### src/rtl/muldiv_sequencer_pkg.sv
// muldiv_sequencer_pkg: shared RV32M op/state encodings and special-case constants.
package muldiv_sequencer_pkg;
  typedef enum logic [2:0] {MUL, MULH, MULHSU, MULHU, DIV, DIVU, REM, REMU} muldiv_op_e;
  typedef enum logic [1:0] {IDLE, CALC, FIX, DONE} muldiv_state_e;
  localparam logic [31:0] DIV_ZERO_Q = 32'hFFFFFFFF;
  localparam logic [31:0] INT_MIN = 32'h80000000;
  function automatic logic a_signed(input muldiv_op_e op);
    return op inside {MUL, MULH, MULHSU, DIV, REM};
  endfunction
  function automatic logic b_signed(input muldiv_op_e op);
    return op inside {MUL, MULH, DIV, REM};
  endfunction
endpackage

### src/rtl/muldiv_iter_step.sv
// muldiv_iter_step: one radix-2 shift-add multiply or restoring-divide iteration on {hi, lo}.
module muldiv_iter_step #(
  parameter int XLEN = 32
) (
  input  logic            is_div,
  input  logic [XLEN-1:0] hi,
  input  logic [XLEN-1:0] lo,
  input  logic [XLEN-1:0] m,
  output logic [XLEN-1:0] hi_next,
  output logic [XLEN-1:0] lo_next
);
  logic [XLEN:0] sum, rem, diff;
  // Remainder stays below the divisor, so the 33-bit difference's MSB is a clean borrow.
  always_comb begin
    sum = {1'b0, hi} + (lo[0] ? {1'b0, m} : '0);
    rem = {hi, lo[XLEN-1]};
    diff = rem - {1'b0, m};
    hi_next = is_div ? (diff[XLEN] ? rem[XLEN-1:0] : diff[XLEN-1:0]) : sum[XLEN:1];
    lo_next = is_div ? {lo[XLEN-2:0], ~diff[XLEN]} : {sum[0], lo[XLEN-1:1]};
  end
endmodule

### src/rtl/muldiv_sequencer.sv
// muldiv_sequencer: multi-cycle RV32M controller; define MULDIV_FAST_MUL_EN for single-cycle multiplies.
module muldiv_sequencer
  import muldiv_sequencer_pkg::*;
#(
  parameter int XLEN  = 32,
  parameter int CNT_W = $clog2(XLEN)
) (
  input  logic            clk_i,
  input  logic            n_rst,
  input  logic            start_i,
  input  logic [2:0]      op_i,
  input  logic [XLEN-1:0] operand_a_i,
  input  logic [XLEN-1:0] operand_b_i,
  input  logic            flush_i,
  output logic            ready_o,
  output logic            stall_o,
  output logic            valid_o,
  output logic [XLEN-1:0] result_o
);
  muldiv_state_e state_q;
  muldiv_op_e op, op_q;
  logic [CNT_W-1:0] cnt_q;
  logic [XLEN-1:0] hi_q, lo_q, m_q, res_q;
  logic neg_q;
  logic sa, sb, div0, ovf, neg_n;
  logic [XLEN-1:0] abs_a, abs_b, spec_res, hi_n, lo_n, sel, fix_res;
  logic [2*XLEN-1:0] full, fixed;
  assign op = muldiv_op_e'(op_i);
  always_comb begin
    sa = a_signed(op) & operand_a_i[XLEN-1];
    sb = b_signed(op) & operand_b_i[XLEN-1];
    abs_a = sa ? -operand_a_i : operand_a_i;
    abs_b = sb ? -operand_b_i : operand_b_i;
    neg_n = (op == REM) ? sa : sa ^ sb;
    div0 = op_i[2] && operand_b_i == '0;
    ovf = (op == DIV || op == REM) && operand_a_i == XLEN'(INT_MIN) && operand_b_i == '1;
    spec_res = div0 ? (op_i[1] ? operand_a_i : XLEN'(DIV_ZERO_Q)) : (op_i[1] ? '0 : XLEN'(INT_MIN));
  end
  // Sign fix-up negates the full product so MULH* high words borrow correctly.
  always_comb begin
    sel = op_q[1] ? hi_q : lo_q;
    full = op_q[2] ? {{XLEN{1'b0}}, sel} : {hi_q, lo_q};
    fixed = neg_q ? -full : full;
    fix_res = (op_q == MUL || op_q[2]) ? fixed[XLEN-1:0] : fixed[2*XLEN-1:XLEN];
  end
  muldiv_iter_step #(.XLEN(XLEN)) u_step (
    .is_div  (op_q[2]),
    .hi      (hi_q),
    .lo      (lo_q),
    .m       (m_q),
    .hi_next (hi_n),
    .lo_next (lo_n)
  );
  always_ff @(posedge clk_i) begin
    if (n_rst) begin
      state_q <= IDLE;
      op_q <= MUL;
      cnt_q <= '0;
      hi_q <= '0;
      lo_q <= '0;
      m_q <= '0;
      res_q <= '0;
      neg_q <= 1'b0;
    end else if (flush_i) begin
      state_q <= IDLE;
      cnt_q <= '0;
    end else begin
      case (state_q)
        IDLE: if (start_i) begin
          op_q <= op;
          neg_q <= neg_n;
          cnt_q <= '0;
          if (div0 || ovf) begin
            res_q <= spec_res;
            state_q <= DONE;
          end
`ifdef MULDIV_FAST_MUL_EN
          else if (!op_i[2]) begin
            {hi_q, lo_q} <= (2*XLEN)'(abs_a) * (2*XLEN)'(abs_b);
            state_q <= FIX;
          end
`endif
          else begin
            hi_q <= '0;
            lo_q <= op_i[2] ? abs_a : abs_b;
            m_q <= op_i[2] ? abs_b : abs_a;
            state_q <= CALC;
          end
        end
        CALC: begin
          hi_q <= hi_n;
          lo_q <= lo_n;
          cnt_q <= cnt_q + CNT_W'(1);
          if (cnt_q == CNT_W'(XLEN - 1)) state_q <= FIX;
        end
        FIX: begin
          res_q <= fix_res;
          state_q <= DONE;
        end
        DONE: state_q <= IDLE;
      endcase
    end
  end
  assign ready_o = state_q == IDLE;
  assign stall_o = (state_q == IDLE && start_i && !flush_i) || state_q == CALC || state_q == FIX;
  assign valid_o = state_q == DONE;
  assign result_o = valid_o ? res_q : '0;
endmodule

### config.mk
export PLATFORM = sky130hd
export DESIGN_NAME = muldiv_sequencer
export DESIGN_NICKNAME = d
export VERILOG_FILES = /design/src/rtl/muldiv_sequencer_pkg.sv /design/src/rtl/muldiv_iter_step.sv /design/src/rtl/muldiv_sequencer.sv
export SDC_FILE = /design/constraint.sdc
export NUM_CORES = 1
export LEC_CHECK = 0
export CAP_MARGIN = 40
export CELL_PAD_IN_SITES_DETAIL_PLACEMENT = 1
export CELL_PAD_IN_SITES_GLOBAL_PLACEMENT = 1
export CORE_MARGIN = 1.5
export CORE_UTILIZATION = 45
export CTS_CLUSTER_DIAMETER = 150
export DETAILED_ROUTE_END_ITERATION = 10
export PLACE_DENSITY = 0.82
export SLEW_MARGIN = 0
export SYNTH_ARGS = -nofsm -noshare
export SYNTH_HDL_FRONTEND = slang
export SYNTH_SLANG_ARGS = --single-unit
### constraint.sdc
create_clock -name clk_i -period 5.3 [get_ports clk_i]
set_input_delay 0.53 -clock clk_i [delete_from_list [all_inputs] [get_ports clk_i]]
set_output_delay 0.53 -clock clk_i [all_outputs]
set_load 0.1 [all_outputs]
==> run metrics <==
CP dominant cell by count=a221oi_1; Cell Pwr Density=199 mW/mm2; P&R area growth vs syn=17.0%; Post-CTS Hold Buffers=0; CP startpoint=op_q[2]; DR iter-0 viols=between 1500 and 2000; Leak=approximately 6.5 nW; global-route wire length before repair=roughly 110000 um; Avg WL per Cell=26.5 um; Die W=about 190 um; reg-to-reg critical path startpoint=op_q[2]; DP Worst Slack=around 0.9 ns; htree depth=4; CTS tree=built; Num CTS Buffers=17; Final Core Density=0.533; critical path class=flop to flop; crit path cell chain=buf_12 -> nand4bb_1 -> a221oi_1 -> o211a_1 -> o2111ai_1 -> o21ai_0 -> o21bai_1 -> a221oi_1 -> a211oi_1 -> o41ai_1; status=completed; core footprint=0.0334 mm2; Vias=17800; Max Root-Sink Buffers=2; Cell Rows=67; commonest non-fill, non-tap cell in the layout=nor2_1; Hold Path Depth=2; met1 GRT Util=0.505; Worst Path Max Fanout=90; drc violations=0; Via density=approximately 6.7; GRT Total Usage=0.394; most frequent cells in the layout=nor2_1, nand2_1, o21ai_0; Tcrit/Tclk final=0.869; sequential share of the synthesized area=0.183; CTS resizes=0; Setup TNS Final=0 ns; Arrival @ worst endpoint=between 4 and 5 ns; CTS clk-pin slew, worst paths=~0.07 ns; Worst-Margin Slew=between 1 and 1.5 ns; Final nets=~2400; Worst-Skew Late Latency=between 0.4 and 0.5 ns; Port-buffer cells=105; peak per-stage delay on the critical path=between 0.8 and 0.9 ns; HPWL after DPL=between 50000 and 60000 um; Synth Register Bits=139; Final Setup Violations=0; DRT Pass-1 Iters=5; number of flops mapped to enable cells by yosys=0; fin crit period=roughly 4.6 ns; GR Layer Usage met3=0.0839; HP Class=flop to flop; final setup skew=between 0.015 and 0.02 ns; critical path launch point type=flop; Reg2Reg Depth=10; Reg-to-Reg End=res_q[26]; Root Buffer=clkbuf_16; Most Used Layer, Global Route=met2; Gate Count Post-Synth=2154; unrepaired setup endpoints after global routing=no; share of cells above drive strength 1=0.0771; Peak Freq=217 MHz; # clock sinks=139; hold wc startpoint=m_q[30]; Layout fillers=approximately 4200; Peak VDD IR=229 uV; Setup Fix Bufs, Post-CTS=0; worst hold endpoint=m_q[30]; Syn Std Cell Area=~0.015 mm2; max-slew violation count=0; GRT overflow=0; Die ar.=approximately 0.035 mm2; GR Util met2=0.626; Setup crit end kind=flop; synth warn=0; final wirelength=approximately 70000 um; final hold violation count=0; max-cap violations=0; initial core utilization=0.455; io pins=106; antenna cells=0; Synth async-reset ratio=0; Mean Syn Cell Area=slightly above 7 um2; vias in the first global route=17300; Chip Height=approximately 190 um; Mapped Nets=between 2000 and 2500; highest-delay cell along the critical path=a221oi_1; initial antenna violation count=3; post-route ant nets=0; routability cong.=roughly 1; prevailing post-synth register cell=dfxtp_1; Final WS setup=roughly 0.70 ns; Synth cell types=between 80 and 90; setup slack, reg-to-reg=roughly 0.7 ns; Worst slew margin=0.322; largest net degree at the start of global routing=~90; Worst Path Required=5.64 ns
==> report_power, final <==
| part | total, W | switching (W) | leakage, nW | internal, W |
|---|---|---|---|---|
| clock network | 0.00120 | 0.000580 | 0.267 | 0.000620 |
| registers | 0.00116 | 0.0000773 | 1.13 | 0.00108 |
| logic | 0.00119 | 0.000760 | 5.14 | 0.000427 |
==> metrics by stage <==
| stage | power, W | cell area, um2 | hold slack [ns] | cells |
|---|---|---|---|---|
| finish | 0.00355 | 17800 | 0.453 | 2665 |
| global route | 0.00367 | 17800 | 0.481 | 2665 |
| CTS | 0.00352 | 17800 | 0.455 | 2663 |
| detailed placement | 0.00233 | 17200 | 0.447 | 2631 |
| global placement | 0.00230 | 16600 | 0.440 | 2594 |
| floorplan | 0.00188 | 15200 | 0.427 | 2154 |
==> synthesized netlist by cell type (40+ instances only) <==
master,count,area share
mux2i_1,89,0.059
nor2_1,270,0.067
o21ai_0,149,0.049
nor3_1,93,0.031
xor2_1,59,0.034
and2_1,44,0.018
inv_1,70,0.017
clkbuf_1,132,0.033
nand2_1,183,0.045
a211oi_1,65,0.032
xnor2_1,100,0.058
dfxtp_1,139,0.18
ha_1,74,0.061
a21oi_1,142,0.047
o211ai_1,40,0.020
==> logic make-up (layout without fill, tap and decap cells) <==
family,after synthesis,after routing,synth area share
fa+ha+maj,76,76,0.0634
xor+xnor,159,159,0.0915
buf+inv,235,298,0.0610
simple gates,792,792,0.250
compound gates,649,649,0.282
mux,104,104,0.0696
flops,139,139,0.183
==> flip-flops by register name, indices dropped and copies added (netlist names) <==
| register | count |
|---|---|
| cnt_q | 5 |
| hi_q | 32 |
| lo_q | 32 |
| m_q | 32 |
| neg_q | 1 |
| op_q | 3 |
| res_q | 32 |
| state_q | 2 |
==> critical path, delay by kind of cell (launching register included) <==
family | cells | cell delay, ns
buffers and inverters | 1 | 0.41
DFF | 1 | 0.62
and+or+nand+nor | 1 | 0.23
AOI/OAI and AO/OA | 8 | 3.14
==> how the worst max path moves through the flow <==
stage / endpoint / slack [ns] / cells past startpoint
after floorplan: res_q[26] / 1.03 / 15
after global placement: hi_q[29] / 1.07 / 11
after detailed placement: hi_q[19] / 0.93 / 9
after CTS: hi_q[31] / 0.92 / 11
after global routing: hi_q[31] / 0.54 / 13
final: res_q[26] / 0.70 / 10
==> cell type report <==
type	instances	area, um2	area share
Inverter	71	267	0.0150
Clock inverter	14	131	0.00737
Multi-Input combinational cell	1780	11500	0.648
Clock buffer	18	429	0.0241
Sequential cell	139	2790	0.156
Timing Repair Buffer	195	2110	0.118
Tap cell	448	561	0.0315
==> layer usage <==
metal / vias to the layer above / part of all wire / wire length, um
met5: - / 0.00035 / 25
met4: 4 / 0.054 / 3830
met3: 203 / 0.088 / 6240
met2: 900 / 0.45 / 31500
met1: 8727 / 0.41 / 29000
li1: 7969 / - / -
(Power assumes the default switching activity.)
